`config.mk`:
```
export PLATFORM = sky130hd
export DESIGN_NAME = kia_host_tx
export DESIGN_NICKNAME = d
export VERILOG_FILES = /design/src/rtl/kia_host_tx.sv
export SDC_FILE = /design/constraint.sdc
export NUM_CORES = 1
export LEC_CHECK = 0
export ABC_AREA = 1
export ABC_CLOCK_PERIOD_IN_PS = 1780
export CAP_MARGIN = 0
export CORE_UTILIZATION = 45
export DETAILED_ROUTE_END_ITERATION = 10
export PLACE_DENSITY = 0.77
export SYNTH_ARGS = -nofsm -noshare
export SYNTH_HDL_FRONTEND = slang
export SYNTH_SLANG_ARGS = --single-unit
```
`constraint.sdc`:
```
create_clock -name CLK_I -period 1.78 [get_ports CLK_I]
set_input_delay 0.356 -clock CLK_I [delete_from_list [all_inputs] [get_ports CLK_I]]
set_output_delay 0.356 -clock CLK_I [all_outputs]
set_load 0.05 [all_outputs]
```
`src/rtl/kia_host_tx.sv`:
```
// PS/2 host-to-device transmitter with a Wishbone slave. Sends one command byte per frame
// and reports device ACK, NAK or timeout in a status register.
module kia_host_tx #(
  parameter int INHIBIT_CYCLES = 2500,
  parameter int TIMEOUT_CYCLES = 375000,
  parameter int CNT_W          = 19
) (
  input  logic       CLK_I,
  input  logic       RES_I,
  input  logic       CYC_I,
  input  logic       STB_I,
  input  logic       WE_I,
  input  logic       ADR_I,
  input  logic [7:0] DAT_I,
  output logic [7:0] DAT_O,
  output logic       ACK_O,
  input  logic       C_I,
  input  logic       D_I,
  output logic       C_OE_O,
  output logic       D_OE_O,
  output logic       rx_inhibit_o
);

  localparam logic [2:0] S_IDLE    = 3'd0;
  localparam logic [2:0] S_INHIBIT = 3'd1;
  localparam logic [2:0] S_BITS    = 3'd2;
  localparam logic [2:0] S_ACKW    = 3'd3;
  localparam logic [2:0] S_DONE    = 3'd4;

  localparam logic [CNT_W-1:0] INH_LAST = CNT_W'(INHIBIT_CYCLES - 1);
  localparam logic [CNT_W-1:0] TMO_LAST = CNT_W'(TIMEOUT_CYCLES - 1);

  logic [2:0]       state_reg;
  logic [CNT_W-1:0] cnt_reg;
  logic [3:0]       bit_cnt_reg;
  logic [7:0]       data_reg;
  logic [8:0]       shift_reg;
  logic             ovr_reg, tmo_reg, nak_reg, ackd_reg;
  logic             prev_c_reg;

  logic [1:0] line_in, line_sync;
  logic       c_sync, d_sync, fall;

  assign line_in = {D_I, C_I};

  // Synchronisers reset to the idle (high) bus level so reset never fakes a falling edge.
  generate
    for (genvar gi = 0; gi < 2; gi++) begin : g_sync
      logic meta_reg, sync_reg;
      always_ff @(posedge CLK_I or posedge RES_I) begin
        if (RES_I) begin
          meta_reg <= 1'b1;
          sync_reg <= 1'b1;
        end else begin
          meta_reg <= line_in[gi];
          sync_reg <= meta_reg;
        end
      end
      assign line_sync[gi] = sync_reg;
    end
  endgenerate

  assign c_sync = line_sync[0];
  assign d_sync = line_sync[1];
  assign fall   = prev_c_reg & ~c_sync;

  logic       bus_fire, wr_fire, clr_fire, rd_fire, busy, timed, frame_event;
  logic [7:0] status;

  assign bus_fire     = CYC_I & STB_I & ~ACK_O;
  assign wr_fire      = bus_fire & WE_I & ~ADR_I;
  assign clr_fire     = bus_fire & WE_I & ADR_I;
  assign rd_fire      = bus_fire & ~WE_I;
  assign busy         = (state_reg != S_IDLE);
  assign rx_inhibit_o = busy;
  assign status       = {3'b000, ovr_reg, tmo_reg, nak_reg, ackd_reg, busy};

  assign timed = (state_reg == S_BITS) || (state_reg == S_ACKW) || (state_reg == S_DONE);
  // A state-advancing event in the same cycle as expiry takes priority over the timeout.
  assign frame_event = ((state_reg == S_BITS) && fall && (bit_cnt_reg == 4'd9)) ||
                       ((state_reg == S_ACKW) && fall) ||
                       ((state_reg == S_DONE) && c_sync && d_sync);

  always_ff @(posedge CLK_I or posedge RES_I) begin
    if (RES_I) begin
      ACK_O       <= 1'b0;
      DAT_O       <= '0;
      C_OE_O      <= 1'b0;
      D_OE_O      <= 1'b0;
      state_reg   <= S_IDLE;
      cnt_reg     <= '0;
      bit_cnt_reg <= '0;
      data_reg    <= '0;
      shift_reg   <= '0;
      ovr_reg     <= 1'b0;
      tmo_reg     <= 1'b0;
      nak_reg     <= 1'b0;
      ackd_reg    <= 1'b0;
      prev_c_reg  <= 1'b1;
    end else begin
      ACK_O      <= bus_fire;
      prev_c_reg <= c_sync;

      if (rd_fire) DAT_O <= ADR_I ? status : data_reg;

      if (clr_fire) begin
        if (DAT_I[4]) ovr_reg  <= 1'b0;
        if (DAT_I[3]) tmo_reg  <= 1'b0;
        if (DAT_I[2]) nak_reg  <= 1'b0;
        if (DAT_I[1]) ackd_reg <= 1'b0;
      end

      if (wr_fire) begin
        if (busy) begin
          ovr_reg <= 1'b1;
        end else begin
          data_reg  <= DAT_I;
          shift_reg <= {~^DAT_I, DAT_I};
          state_reg <= S_INHIBIT;
          cnt_reg   <= '0;
          C_OE_O    <= 1'b1;
          D_OE_O    <= 1'b0;
          tmo_reg   <= 1'b0;
          nak_reg   <= 1'b0;
          ackd_reg  <= 1'b0;
        end
      end

      case (state_reg)
        S_INHIBIT: begin
          if (cnt_reg == INH_LAST) begin
            C_OE_O      <= 1'b0;
            D_OE_O      <= 1'b1;
            state_reg   <= S_BITS;
            cnt_reg     <= '0;
            bit_cnt_reg <= '0;
          end else begin
            cnt_reg <= cnt_reg + 1'b1;
          end
        end
        S_BITS: begin
          if (fall) begin
            bit_cnt_reg <= bit_cnt_reg + 4'd1;
            if (bit_cnt_reg == 4'd9) begin
              D_OE_O    <= 1'b0;
              state_reg <= S_ACKW;
            end else begin
              // Eight data bits LSB first, then parity, all shifted out of one register.
              D_OE_O    <= ~shift_reg[0];
              shift_reg <= {1'b0, shift_reg[8:1]};
            end
          end
        end
        S_ACKW: begin
          if (fall) begin
            if (d_sync) nak_reg  <= 1'b1;
            else        ackd_reg <= 1'b1;
            state_reg <= S_DONE;
          end
        end
        S_DONE: begin
          if (c_sync && d_sync) state_reg <= S_IDLE;
        end
        default: ;
      endcase

      if (timed) begin
        if (!frame_event && (cnt_reg == TMO_LAST)) begin
          tmo_reg   <= 1'b1;
          C_OE_O    <= 1'b0;
          D_OE_O    <= 1'b0;
          state_reg <= S_IDLE;
        end else begin
          cnt_reg <= cnt_reg + 1'b1;
        end
      end
    end
  end

endmodule

```
==> results.json <==
{
  "status": "finished clean",
  "finClkSkew_ns": 0.00946,
  "drive_gt1_share_pct": 16.9,
  "worstHoldPathCells": 0,
  "yosysWarnings": 0,
  "initial_core_util_pct": 47.2,
  "p_per_area_nw_per_um2": 716,
  "worst_ep_arrival_time_ns": 1.38,
  "hold_violations": 0,
  "fin_crit_sh_pct": 97.7,
  "tightest_slew_ns": 0.330,
  "grt_max_degree": 64,
  "clk-insertion-delay-late_ns": 0.35,
  "synth-seq-cells": 63,
  "hold_class": "reg2reg",
  "cts_sinks": 63,
  "dp.cells": 597,
  "synth.largest_area_cell": "dfrtp_1",
  "dp_hpwl_microns": 5390,
  "reg2reg_to": "cnt_reg[12]",
  "routabilityCongestion": 0.930,
  "multi_input_area_sq_um": 1610,
  "final_common_cell": "nand2_1",
  "cp_data_required_time_ns": 1.42,
  "cts_root_buf": "clkbuf_8",
  "drv_slew": 0,
  "p_leak_uw": 0.00213,
  "io_pins": 28,
  "synth_top_area_share_pct": 42.0,
  "drc_errors": 0,
  "largest_reg_flops": 19,
  "vias": 3045,
  "area_delta_synth_final_pct": 22.7,
  "min_from": "g_sync[0].meta_reg",
  "grt_pass1_vias": 2886,
  "num-fill-cells": 646,
  "reg2reg_depth": 10,
  "core_sq_um": 7330,
  "whs_ns": 0.356,
  "cap_violations": 0,
  "synth_edf_count": 0,
  "ys.flop_type": "dfrtp_1",
  "detail-route-antenna-nets": 0,
  "clock_path_buffers": 2,
  "rrSetupSlack_ns": 0.11,
  "setup_viol": 0,
  "ctsHoldBuffers": 0,
  "regArea_sq_um": 1580,
  "nets": 530,
  "gr-total-overflow": 0,
  "synth.top_cells.by_area": "dfrtp_1, nand2_1, nand3_1",
  "grt_use_total_pct": 20.7,
  "min_to": "c_sync",
  "synth.distinct_cells": 33,
  "syn_inst": 456,
  "cts_buffers": 9,
  "synth_area_sq_um": 3460,
  "fin_crit_ns": 1.74,
  "vias_per_cell": 4.95,
  "p_total_uw": 3040,
  "cts_tree": "yes",
  "syn_avg_cell_area_sq_um": 7.58,
  "async_reset_ff_share_pct": 100,
  "worstPathMaxFanout": 3,
  "wl_per_cell_microns": 12.4,
  "dieWidth_microns": 89.7,
  "yosysSeqAreaShare_pct": 45.8,
  "syn_nets": 475,
  "drt_iter0_markers": 136,
  "num_rows": 31,
  "start_kind": "flip-flop",
  "clkTransAtPathRegs_ns": 0.07,
  "die_area_sq_um": 8040,
  "die_height_microns": 89.7,
  "slew-limit-headroom_pct": 78.0,
  "rr_startpoint": "prev_c_reg",
  "routed_wl_microns": 7630,
  "crit_type": "reg2out",
  "vdd_drop_max_uv": 464,
  "antenna_found_initial": 0,
  "endpoint_kind": "primary output",
  "grt_pass1_wl_microns": 12600,
  "dr.pass1.iters": 5,
  "final_cell_mix": "nand2_1, inv_1, dfrtp_1",
  "rsz0062_at_grt": "yes",
  "fmax_ghz": 0.575,
  "htree_levels": 3,
  "portBuffers": 27,
  "antenna_cells": 0,
  "layout.cells.non_filler": 615
}
## worst max-delay path, stage by stage, from the launching register on
cell and delay [ns]:
dfrtp_1 0.40, inv_2 0.10, nand2_4 0.08, nor2_4 0.11
inv_1 0.07, buf_4 0.14, buf_12 0.14
## stage by stage
| step | util [%] | setup WS, ns | TNS (ns) | cell area [sq um] |
|---|---|---|---|---|
| 3_3_place_gp | 54.0 | -0.0988 | -0.898 | 3960 |
| 5_1_grt | 57.9 | -0.0213 | -0.0429 | 4240 |
| 3_5_place_dp | 54.0 | -0.147 | -2.63 | 3960 |
| 2_1_floorplan | - | 0.0506 | 0 | 3460 |
| 6_report | 57.9 | 0.0413 | 0 | 4240 |
| 4_1_cts | 56.8 | 0.0212 | 0 | 4170 |
## how the worst max path moves through the flow
stage               cells past startpoint         start           end  slack, ns
floorplan                              10         ACK_O   cnt_reg[11]       0.05
global placement                       11         STB_I   cnt_reg[16]       -0.1
detailed placement                      9         CYC_I  shift_reg[0]      -0.15
CTS                                     6  state_reg[1]  rx_inhibit_o       0.02
global route                            8    cnt_reg[0]   cnt_reg[14]      -0.02
finish                                  6  state_reg[1]  rx_inhibit_o       0.04
## report_power, final
part           leakage, uW  switching (uW)  total (uW)  internal (uW)
Sequential        0.000805            27.3        1510           1490
Clock            0.0000960             567        1210            641
Combinational      0.00123             199         318            119
## layer usage
layer,routed length [microns],part of all wire (%),global-route usage (%),vias up
li1,-,-,-,1534
met3,298,3.9,4.75,11
met2,3720,49,34.8,79
met5,0,0,0,-
met4,112,1.5,8.37,0
met1,3500,46,26.0,1421
## kinds of logic after synthesis
group           after synthesis  synth area share, %
fa+ha+maj                     3                 1.09
xor+xnor                     22                 5.57
flops                        63                 45.8
buf+inv                      76                 9.63
simple gates                255                 31.8
compound gates               37                 6.08
## what timing repair did
action                     CTS  global route
setup endpoints to repair    2            26
buffers inserted             1             1
pin swaps                    0             0
gates resized for setup      4            19
hold endpoints to repair     0             0
## synthesized netlist by cell type (2+ instances only)
master,count
a31o_2,2
dfrtp_1,58
dfstp_2,5
nor2_2,2
buf_6,4
a31oi_1,6
nand2_1,139
nor3_1,3
nor4_1,2
nand3_1,50
nand4_1,3
inv_1,65
nand3_2,2
a21oi_1,2
nor2_1,47
xor2_1,15
ha_1,3
o21ai_0,24
nand2_4,2
nand2_2,2
inv_2,2
xnor2_1,7
## final cells by class
class,instances,area share (%)
Clock inverter,6,1.45
Sequential cell,63,37.3
Inverter,67,6.02
Timing Repair Buffer,53,11.4
Clock buffer,10,3.01
Tap cell,99,2.92
Multi-Input combinational cell,317,37.8
Note: power is estimated with default switching activity, not from simulation.
